$ cat src/rtl/mem_access_ctrl.sv
// -----------------------------------------------------------------------------
// mem_access_ctrl
//
// Requester-side controller for the pipeline MEM stage. Takes one load or store
// at a time over a valid/ready handshake and drives a simple 32-bit word memory
// (combinational read, write on the rising edge while mem_wmem is high).
// Sub-word stores are done as read-modify-write. Sub-word loads are sign- or
// zero-extended. A programmable wait counter models memory latency.
//
// Parameters
//   MEM_WORDS    memory depth in 32-bit words; byte addresses at or above
//                MEM_WORDS*4 are out of range
//   WAIT_CYCLES  extra cycles spent in WAIT before each access (0..255)
//
// Ports
//   clock       rising-edge clock for all state
//   resetn      asynchronous active-low reset
//   req_valid   request present
//   req_ready   controller idle; accept on req_valid & req_ready at an edge
//   req_we      1 = store, 0 = load
//   req_size    00 byte, 01 half, 10 word, 11 illegal
//   req_signed  loads: 1 = sign-extend, 0 = zero-extend
//   req_addr    byte address
//   req_wdata   store data, right-aligned
//   rsp_valid   one-cycle completion pulse
//   rsp_err     error flag, valid with rsp_valid
//   rsp_rdata   extended load result, held until the next load response
//   mem_addr    word-aligned byte address to memory (0 while idle)
//   mem_wmem    memory write enable
//   mem_wdata   word written to memory
//   mem_rdata   combinational read data for mem_addr
// -----------------------------------------------------------------------------
module mem_access_ctrl #(
  parameter int MEM_WORDS   = 1024,
  parameter int WAIT_CYCLES = 0
) (
  input  logic        clock,
  input  logic        resetn,
  input  logic        req_valid,
  output logic        req_ready,
  input  logic        req_we,
  input  logic [1:0]  req_size,
  input  logic        req_signed,
  input  logic [31:0] req_addr,
  input  logic [31:0] req_wdata,
  output logic        rsp_valid,
  output logic        rsp_err,
  output logic [31:0] rsp_rdata,
  output logic [31:0] mem_addr,
  output logic        mem_wmem,
  output logic [31:0] mem_wdata,
  input  logic [31:0] mem_rdata
);

  typedef enum logic [2:0] {
    S_IDLE,
    S_WAIT,
    S_READ,
    S_WRITE,
    S_RESP
  } state_t;

  localparam logic [1:0] SZ_BYTE = 2'b00;
  localparam logic [1:0] SZ_HALF = 2'b01;
  localparam logic [1:0] SZ_WORD = 2'b10;

  // One bit wider than the address so the limit itself is representable.
  localparam logic [32:0] ADDR_LIMIT = 33'(MEM_WORDS) * 33'd4;
  localparam logic [7:0]  WAIT_INIT  = 8'(WAIT_CYCLES);

  state_t      state_q, state_d;
  logic        we_q;
  logic [1:0]  size_q;
  logic        signed_q;
  logic [31:0] addr_q;
  logic [31:0] wbuf_q;     // store data, becomes the merged word after READ
  logic        err_q;
  logic [7:0]  cnt_q;
  logic [31:0] rdata_q;

  logic        accept;
  logic        req_err;

  // Word stores need no read; everything else starts with a READ.
  function automatic state_t first_access(input logic we, input logic [1:0] size);
    return (we && size == SZ_WORD) ? S_WRITE : S_READ;
  endfunction

  // Replace the addressed lane of the memory word with right-aligned data.
  function automatic logic [31:0] merge_lane(input logic [31:0] old_word,
                                             input logic [31:0] new_data,
                                             input logic [1:0]  size,
                                             input logic [1:0]  lane);
    logic [31:0] w;
    w = old_word;
    case (size)
      SZ_BYTE: begin
        case (lane)
          2'd0: w[7:0]   = new_data[7:0];
          2'd1: w[15:8]  = new_data[7:0];
          2'd2: w[23:16] = new_data[7:0];
          default: w[31:24] = new_data[7:0];
        endcase
      end
      SZ_HALF: begin
        if (lane[1]) w[31:16] = new_data[15:0];
        else         w[15:0]  = new_data[15:0];
      end
      default: w = new_data;
    endcase
    return w;
  endfunction

  // Select the addressed lane and extend it to 32 bits.
  function automatic logic [31:0] extract_lane(input logic [31:0] word,
                                               input logic [1:0]  size,
                                               input logic [1:0]  lane,
                                               input logic        sgn);
    logic [7:0]  b;
    logic [15:0] h;
    logic [31:0] r;
    case (lane)
      2'd0: b = word[7:0];
      2'd1: b = word[15:8];
      2'd2: b = word[23:16];
      default: b = word[31:24];
    endcase
    h = lane[1] ? word[31:16] : word[15:0];
    case (size)
      SZ_BYTE: r = {{24{sgn & b[7]}}, b};
      SZ_HALF: r = {{16{sgn & h[15]}}, h};
      default: r = word;
    endcase
    return r;
  endfunction

  assign accept = req_valid && (state_q == S_IDLE);

  assign req_err = (req_size == 2'b11)
                || (req_size == SZ_HALF && req_addr[0])
                || (req_size == SZ_WORD && req_addr[1:0] != 2'b00)
                || ({1'b0, req_addr} >= ADDR_LIMIT);

  // NOTE: sequential state uses non-blocking assignments so every register
  // samples the pre-edge values of the others, whatever the block order.
  always_ff @(posedge clock or negedge resetn) begin
    if (!resetn) state_q <= S_IDLE;
    else         state_q <= state_d;
  end

  // NOTE: state_d gets a default before the case; without it any path that
  // leaves it unassigned would infer a latch.
  always_comb begin
    state_d = state_q;
    case (state_q)
      S_IDLE: begin
        if (req_valid) begin
          if (req_err)                state_d = S_RESP;
          else if (WAIT_INIT != 8'd0) state_d = S_WAIT;
          else                        state_d = first_access(req_we, req_size);
        end
      end
      S_WAIT:  if (cnt_q <= 8'd1) state_d = first_access(we_q, size_q);
      S_READ:  state_d = we_q ? S_WRITE : S_RESP;
      S_WRITE: state_d = S_RESP;
      S_RESP:  state_d = S_IDLE;
      default: state_d = S_IDLE;
    endcase
  end

  // NOTE: every datapath register is reset, because the outputs built from
  // them have defined values straight out of reset.
  always_ff @(posedge clock or negedge resetn) begin
    if (!resetn) begin
      we_q     <= 1'b0;
      size_q   <= 2'b00;
      signed_q <= 1'b0;
      addr_q   <= 32'd0;
      wbuf_q   <= 32'd0;
      err_q    <= 1'b0;
      cnt_q    <= 8'd0;
      rdata_q  <= 32'd0;
    end else begin
      if (accept) begin
        we_q     <= req_we;
        size_q   <= req_size;
        signed_q <= req_signed;
        addr_q   <= req_addr;
        wbuf_q   <= req_wdata;
        err_q    <= req_err;
        cnt_q    <= WAIT_INIT;
      end

      // Counter saturates at zero rather than wrapping.
      if (state_q == S_WAIT && cnt_q != 8'd0) cnt_q <= cnt_q - 8'd1;

      if (state_q == S_READ) begin
        if (we_q) wbuf_q  <= merge_lane(mem_rdata, wbuf_q, size_q, addr_q[1:0]);
        else      rdata_q <= extract_lane(mem_rdata, size_q, addr_q[1:0], signed_q);
      end
    end
  end

  // Outputs are decoded from state so reset removes them asynchronously.
  assign req_ready = (state_q == S_IDLE);
  assign rsp_valid = (state_q == S_RESP);
  assign rsp_err   = (state_q == S_RESP) && err_q;
  assign rsp_rdata = rdata_q;
  assign mem_wmem  = (state_q == S_WRITE);
  assign mem_addr  = (state_q == S_IDLE) ? 32'd0 : {addr_q[31:2], 2'b00};
  assign mem_wdata = wbuf_q;

endmodule

$ cat config.mk
export PLATFORM = sky130hd
export DESIGN_NAME = mem_access_ctrl
export DESIGN_NICKNAME = d
export VERILOG_FILES = /design/src/rtl/mem_access_ctrl.sv
export SDC_FILE = /design/constraint.sdc
export NUM_CORES = 1
export LEC_CHECK = 0
export CORE_ASPECT_RATIO = 1.2
export CORE_MARGIN = 3
export CORE_UTILIZATION = 50
export CTS_CLUSTER_SIZE = 8
export DETAILED_ROUTE_END_ITERATION = 10
export DONT_BUFFER_PORTS = 1
export GPL_TIMING_DRIVEN = 0
export HOLD_SLACK_MARGIN = 0.15
export MAX_ROUTING_LAYER = met4
export PLACE_DENSITY_LB_ADDON = 0.08
export SLEW_MARGIN = 15
export SYNTH_ARGS = -nofsm -noshare
export SYNTH_HDL_FRONTEND = slang
export SYNTH_SLANG_ARGS = --single-unit
$ cat constraint.sdc
create_clock -name clock -period 2.61 [get_ports clock]
set_input_delay 0.261 -clock clock [delete_from_list [all_inputs] [get_ports clock]]
set_output_delay 0.261 -clock clock [all_outputs]
set_load 0.02 [all_outputs]
==> reports/results.txt, run 1 <==
The tools report the sequential share of the synthesized area as 48.1%. The Yosys step of the flow raised 0 warnings. The dominant synthesized flop cell was sky130_fd_sc_hd__dfrtp_1. The min-delay analysis places its worst path in the category in -> async. The number of routed nets with antenna violations was 0.

The tools report the endpoint type of the worst setup path as a flip-flop. Count of vias placed by the detailed router: 5482. After clock tree synthesis, the clock-pin slew on the worst setup and hold paths is 0.08 ns.

The minimum hold slack is -0.409 ns. Setup repair after global routing left no endpoint under its margin. In the routed design, unresolved DRC markers number 0. In the routed layout, each cell is associated on average with a via count of 6.04. Once the floorplan was initialized, standard cells occupied 52.0% of the core. The tools report the initial antenna violation count as 0. The CTS H-tree depth is 3, and the number of rows in the core area is 42. The final reports fail on hold timing.

The run gives 11200 sq um as the standard cell core area. Entering global routing, the biggest net connects 113 pins. Summed over all layers, the global routing overflow is 0. Between clock sinks in the finished design, the worst skew comes to 0.0102 ns. Counting the buffers created by CTS gives 9.

The number of enable-type register cells in the synthesized netlist is 0, and the die footprint is 13000 sq um. The final critical-path required period works out to 2.49 ns. The clock net in this run drives a total of 112 sinks. In this run, synthesis produced a sequential element count of 112. The y dimension of the die works out to 124 microns.

Dividing the final minimum period by the clock period gives 95.4%. The average cell area after synthesis is 9.29 sq um, and the maximum fanout count along the critical path is 9. Summed over all nets, the half-perimeter wirelength after detailed placement is 13.4 mm. The tools report the total inserted antenna cells as 0. Setup total negative slack on the finished layout was measured at 0 ns. By startpoint and endpoint, the worst setup path is classified as reg -> reg. Data on the critical path is required at its endpoint by 2.85 ns. The logs give 4.33 mW for the total power and 66.1% for the utilization after layout. The die is 105 microns wide. For the worst setup path, the data arrival time is 2.73 ns.

In this run the static leakage power is 3.37 nW. For the hold violation count in the final report, the log shows 112. The cell area that synthesis handed to floorplanning was 5820 sq um. The tools report the final instance area as 7400 sq um. The overall track demand over capacity in global routing is 31.4%. The number of top-level pins was 203.

TritonCTS built the clock tree. Cells with a size suffix above 1 make up 8.23% of the layout. The run finished, with violations left. The mean routed wirelength per cell came out at 21.7 microns.

The tools report the startpoint kind of the worst setup timing path as a flip-flop. The logs give 627 for the synthesized netlist cell count and 31.3 mm for the wire length of the first global-routing pass. Setup violations remaining at the end of the flow were counted as 0.

For the worst-skew pair, the clock arrives at the later sink with an insertion delay of 0.36 ns. The tool flagged a number of max-cap violations equal to 0. The max-slew violation count was 0; the total length of routed wires was 19.7 mm. CTS placed an instance of sky130_fd_sc_hd__clkbuf_16 at the clock tree root. Based on the critical path, the design can be clocked at up to 0.402 GHz.

Async set-or-reset flop fraction in the synthesized netlist: 100%. The longest clock path from root to sink contains 2 buffers. Dividing total power by cell area gives a power density of 585 nW/um^2. At the end of the flow, the number of nets in the layout was 854.

Buffers inserted to repair hold after CTS numbered 107. The final critical-path setup slack is 0.119 ns. Compared with the post-synthesis result, the final layout area differs by 27.1%. For the routability-driven placement congestion ratio, the log shows 0.879. The via count of the first global-routing pass was 5654; the transition time of the tightest slew-check pin was 0.825 ns. The first-pass iteration count of the detailed router was 7. For the relative slew slack, the log shows 44.9%. In this run the tool buffered the top-level ports with 0 buffer cells. The tools report the placement-stage worst setup slack as 0.596 ns. The placed standard-cell area was 6020 sq um; the DRC violation total after the first TritonRoute iteration was 387. The worst voltage drop across the vdd grid was 359 uV; the number of distinct library cells after synthesis was 62.
[synthesized netlist by cell type, drive strengths merged (4+ instances only)]
cell type | count | area [sq um]
a211oi | 7 | 65.1
a21o | 8 | 60.1
a21oi | 33 | 173
a221o | 4 | 40.0
a22o | 8 | 70.1
a22oi | 22 | 165
a32oi | 7 | 61.3
and2 | 11 | 68.8
buf | 25 | 158
clkbuf | 18 | 67.6
dfrtp | 112 | 2800
inv | 6 | 22.5
mux2 | 5 | 56.3
mux2i | 18 | 180
nand2 | 138 | 518
nand2b | 4 | 32.5
nand3 | 9 | 45.0
nand3b | 7 | 52.6
nor2 | 37 | 139
nor2b | 33 | 206
nor3 | 6 | 35.0
nor4 | 5 | 31.3
o21ai | 40 | 204
o22a | 6 | 52.6
o22ai | 10 | 62.6
o31ai | 9 | 67.6
or3 | 4 | 25.0
[area by class of cell]
type / count / area (sq um)
Tap cell: 154 / 193
Clock inverter: 6 / 67.6
Inverter: 6 / 22.5
Clock buffer: 10 / 229
Multi-Input combinational cell: 467 / 2780
Timing Repair Buffer: 109 / 1090
Fill cell: 926 / 3790
Buffer: 43 / 225
Sequential cell: 112 / 2800
[cells in the final DEF, fill, tap and decap left out, drive strengths merged, types with 4 or more instances in the layout]
master	instances
mux2i	18
o22a	6
a211oi	7
nor4	5
a21o	8
nand2b	4
a22o	8
nor2	37
o22ai	10
a32oi	7
nand3	9
o31ai	9
buf	27
nor3	6
and2	11
nand2	138
dfrtp	112
or3	4
dlygate4sd3	107
mux2	5
a221o	4
nor2b	33
a21oi	33
o21ai	40
a22oi	22
nand3b	7
clkbuf	28
inv	7
[worst max-delay path, cell delays in order, from the launching register on]
cell and delay (ns):
sky130_fd_sc_hd__dfrtp_1 0.36, sky130_fd_sc_hd__buf_2 0.17, sky130_fd_sc_hd__nor2b_1 0.13, sky130_fd_sc_hd__clkbuf_1 0.35, sky130_fd_sc_hd__o21ai_1 0.30, sky130_fd_sc_hd__a32oi_1 0.36, sky130_fd_sc_hd__nand2_1 0.11, sky130_fd_sc_hd__dlygate4sd3_1 0.60
[kinds of logic after synthesis]
family / Yosys count / synth area share, %
flip-flops: 112 / 48.1
AO/OA/AOI/OAI: 164 / 19.2
buffers and inverters: 49 / 4.25
adder cells (fa/ha/maj): 3 / 0.645
AND/OR/NAND/NOR: 274 / 23.2
other: 1 / 0.0644
multiplexers: 24 / 4.45
[timing repair]
item,in CTS,in global routing
buffers inserted,0,2
gates resized for setup,0,0
endpoints found under the setup margin,0,8
hold endpoints to repair,202,112
[path summary, 6_finish.rpt]
| kind | from | slack, ns | to | cells after the start |
|---|---|---|---|---|
| min reg2reg | addr_q[13]$_DFFE_PN0P_ | 0.47 | addr_q[13]$_DFFE_PN0P_ | 2 |
| min | resetn | -0.41 | mem_wdata[5]$_DFFE_PN0P_ | 0 |
| max in group asynchronous | resetn | 2.84 | addr_q[27]$_DFFE_PN0P_ | 0 |
| max reg2reg | size_q[1]$_DFFE_PN0P_ | 0.12 | mem_wdata[31]$_DFFE_PN0P_ | 7 |
| max | size_q[1]$_DFFE_PN0P_ | 0.12 | mem_wdata[31]$_DFFE_PN0P_ | 7 |
| min in group clock | mem_rdata[14] | 0.16 | mem_wdata[14]$_DFFE_PN0P_ | 2 |
[per-layer routing]
layer	up-vias	wire [microns]	global-route usage [%]
met2	289	9790	51.7
met3	74	1610	7.37
met5	-	0	-
li1	2453	-	-
met4	0	884	14.5
met1	2666	7390	36.4
[stage by stage]
stage | hold WS, ns | std cells
after detailed placement | -0.0313 | 782
after floorplan | -0.0346 | 628
final | -0.409 | 907
after CTS | -0.411 | 905
after global routing | -0.420 | 907
after global placement | -0.0317 | 782
[report_power, final]
part	total, mW	switching, mW	internal [mW]
combinational	0.831	0.449	0.382
clock	1.41	0.663	0.750
sequential	2.09	0.214	1.87
total	4.33	1.33	3.01
[state kept, by name, indices dropped and copies added (netlist names)]
name	count
mem_wdata	32
size_q	2
signed_q	1
we_q	1
addr_q	32
rsp_rdata	32
state_q	3
cnt_q	8
err_q	1
Power figures use the tool's default switching activity.
==> run 2, diff against run 1 <==
Clock period 2.61 ns to 2.3 ns, I/O delays scaled along.
==> run 2 against run 1 <==
  * The run still ends with hold timing left
  * Die area did not move
  * Design area is 1.3% lower
  * Highest routed layer unchanged
  * Critical endpoint is now rsp_err
  * Clock power grew 13%
  * Critical path depth decreased by 4
==> reports/results.txt, run 2 (same netlist as run 1, synthesis figures left out) <==
The share of cells above drive strength 1 was 8.21%. The number of routed nets with antenna violations was 0. The number of top-level pins came out at 203. For the worst setup path, the data required time is 2.07 ns.

Including well taps, the total number of placed cells is 782. In this run the register-to-register setup slack is 0.27 ns. The routed design has 19.6 mm of wire. The logs give 0 for the max-slew violation count and 13.4 mm for the detailed-placement wirelength estimate.

In the global route stage, overall resource usage came out at 31.0%. The logs give 0 for the total inserted antenna cells and 0 ns for the setup total negative slack. For the number of clock sinks seen by CTS, the log shows 112.

Cell internal power dissipation: 3.37 mW. The power density of the placed cells is 668 nW/um^2. TritonCTS built the clock tree. Counting I/O delays and the setup requirement, the final critical path takes 2.18 ns. Summing over every cut layer, the via total after detailed routing is 5424. Following the worst setup path forward leads to its endpoint at rsp_err.

Final critical-path share of the clock period: 94.7%. The library cell used most frequently in the layout, excluding fill and tap cells, is sky130_fd_sc_hd__nand2_1. The startpoint of the worst register-to-register path is state_q[2]$_DFFE_PN0P_. In this run, the number of DRC markers left after iteration 0 of detailed routing was 331. Setup violations remaining at the end of the flow were counted as 0.

IR analysis of the VDD net gives a maximum drop of 410 uV. The core region is 11200 sq um. The first detailed-routing pass ran for 5 iterations. For this run, the post-layout net count is 844. The pin count of the biggest net entering global routing was 113; the post-CTS setup buffer count was 0. The logs give 48.5% for the proportion of power drawn by flip-flops and latches and 42 for the number of rows in the core area. The congestion estimate from routability-driven global placement came to 0.879. The total clock buffers created by CTS came out at 9. For the final cell count without fillers, the log shows 897.

The worst setup path is of the reg -> out kind. Clock-pin slew was measured on the worst setup and hold paths at 0.08 ns. In the routed design, unresolved DRC markers number 0. For this design the static power due to leakage is 3.32 nW.

The run gives 0.459 GHz as the maximum clock rate. The master cell of the clock root buffer was sky130_fd_sc_hd__clkbuf_16. The minimum hold slack was -0.439 ns; the mean routed wirelength per cell was 21.8 microns.

The switching part of the total power was 30.8%. The worst setup path startpoint was state_q[1]$_DFFE_PN0P_. The tools report the net switching power figure as 1.50 mW. Setup repair after global routing left no endpoint under its margin. Initial antenna violation count: 0. The H-tree was split into 3 levels. The x dimension of the die is 105 microns, and the wire length of the first global-routing pass is 30.8 mm.

The number of hold buffers added after cts came out at 99. The number of cells on the worst reg-to-reg path is 6. The worst-case clock buffer depth is 2.

Along the worst path, the maximum fanout reaches 10. Measured along the y axis, the die boundary spans 124 microns. The tools report the relative slew slack as 44.8%.

Clock latency on the worst-skew pair, taken at its later pin, is 0.36 ns. Input and output buffers added on the ports amount to 0. STA classifies the critical path startpoint as a flip-flop.

Clock network fraction of total power: 32.8%. The via-per-instance ratio was 6.05; the hold violation count in the final report was 112. The initial utilization of the core area, before any placement, comes to 52.0%. The end of the worst register-to-register path is mem_wdata[22]$_DFFE_PN0P_.

From synthesis to final layout, the design area changed by 25.5%. For the worst setup path, the data arrival time is 1.95 ns. The logs give 5586 for the via count of the first global-routing pass and 13000 sq um for the die footprint. The proportion of power drawn by combinational gates came out at 18.6%.

STA classifies the critical path endpoint as an output pin. Transition time of the tightest slew-check pin: 0.826 ns. Path class of the lowest-slack min-delay path: in -> async. For the sum of overflow across all layers after global routing, the log shows 0. Across the routed clock network, the largest skew measured is 0.00994 ns.

The run finished, with violations left. Max-cap violations in this run came to 0. The top cell types in the final layout, fill and taps aside, are sky130_fd_sc_hd__nand2_1 (138), sky130_fd_sc_hd__dfrtp_1 (112), sky130_fd_sc_hd__dlygate4sd3_1 (99), sky130_fd_sc_hd__nor2_1 (37), sky130_fd_sc_hd__nor2b_1 (33). The final reports fail on hold timing.
-- run 2: cell count changes in the layout (fill, tap and decap cells not counted), sizes merged --
cell	before	now
buf	27	25
dlygate4sd3	107	99
-- run 2: cell type report --
class	instances	area [sq um]
Buffer	43	226
Clock buffer	10	229
Clock inverter	6	67.6
Fill cell	933	3880
Inverter	6	22.5
Multi-Input combinational cell	467	2780
Sequential cell	112	2800
Tap cell	154	193
Timing Repair Buffer	99	991
-- run 2: how the worst min path moves through the flow --
stage                                            to  slack [ns]  cells past startpoint
after floorplan               addr_q[0]$_DFFE_PN0P_       -0.07                      0
after global placement    rsp_rdata[29]$_DFFE_PN0P_       -0.06                      0
after detailed placement   rsp_rdata[5]$_DFFE_PN0P_       -0.06                      0
final                     rsp_rdata[29]$_DFFE_PN0P_       -0.44                      0
after CTS                 mem_wdata[12]$_DFFE_PN0P_       -0.44                      0
after global routing       rsp_rdata[4]$_DFFE_PN0P_       -0.45                      0
-- run 2: metal layers --
| layer | track usage (%) | wire (microns) |
|---|---|---|
| met4 | 14.6 | 819 |
| met5 | - | 0 |
| met2 | 51.9 | 9830 |
| met1 | 36.1 | 7460 |
| met3 | 5.71 | 1460 |
-- run 2: through the flow --
step	worst slack [ns]	util [%]	cell area [sq um]	power, mW
6_report	0.121	65.3	7310	4.88
5_1_grt	0.0104	65.3	7310	5.07
4_1_cts	0.110	65.3	7310	4.88
3_5_place_dp	0.286	53.8	6020	3.13
3_3_place_gp	0.334	53.8	6020	3.10
2_1_floorplan	0.523	-	5830	2.94
-- run 2: critical path: stages (launching register included) --
cell and delay, ns:
sky130_fd_sc_hd__dfrtp_1 0.36, sky130_fd_sc_hd__buf_4 0.17, sky130_fd_sc_hd__nor3b_1 0.70, sky130_fd_sc_hd__and2_1 0.37
-- run 2: timing repair --
item | 4_1_cts | 5_1_grt
endpoints found under the setup margin | 9 | 0
gates resized for setup | 1 | 0
endpoints found under the hold margin | 206 | 112
-- run 2: power by group through the flow --
stage,logic (mW),registers (mW),clock network [mW]
floorplan,0.590,2.35,0
global placement,0.711,2.39,0
detailed placement,0.730,2.40,0
CTS,0.896,2.36,1.62
global route,0.989,2.38,1.69
finish,0.908,2.37,1.60
==> run 3, diff against run 2 <==
Settings changed: TNS_END_PERCENT from default to 100.
==> results of run 3 <==
The final DEF is identical to that of run 2; final timing and power are the same.
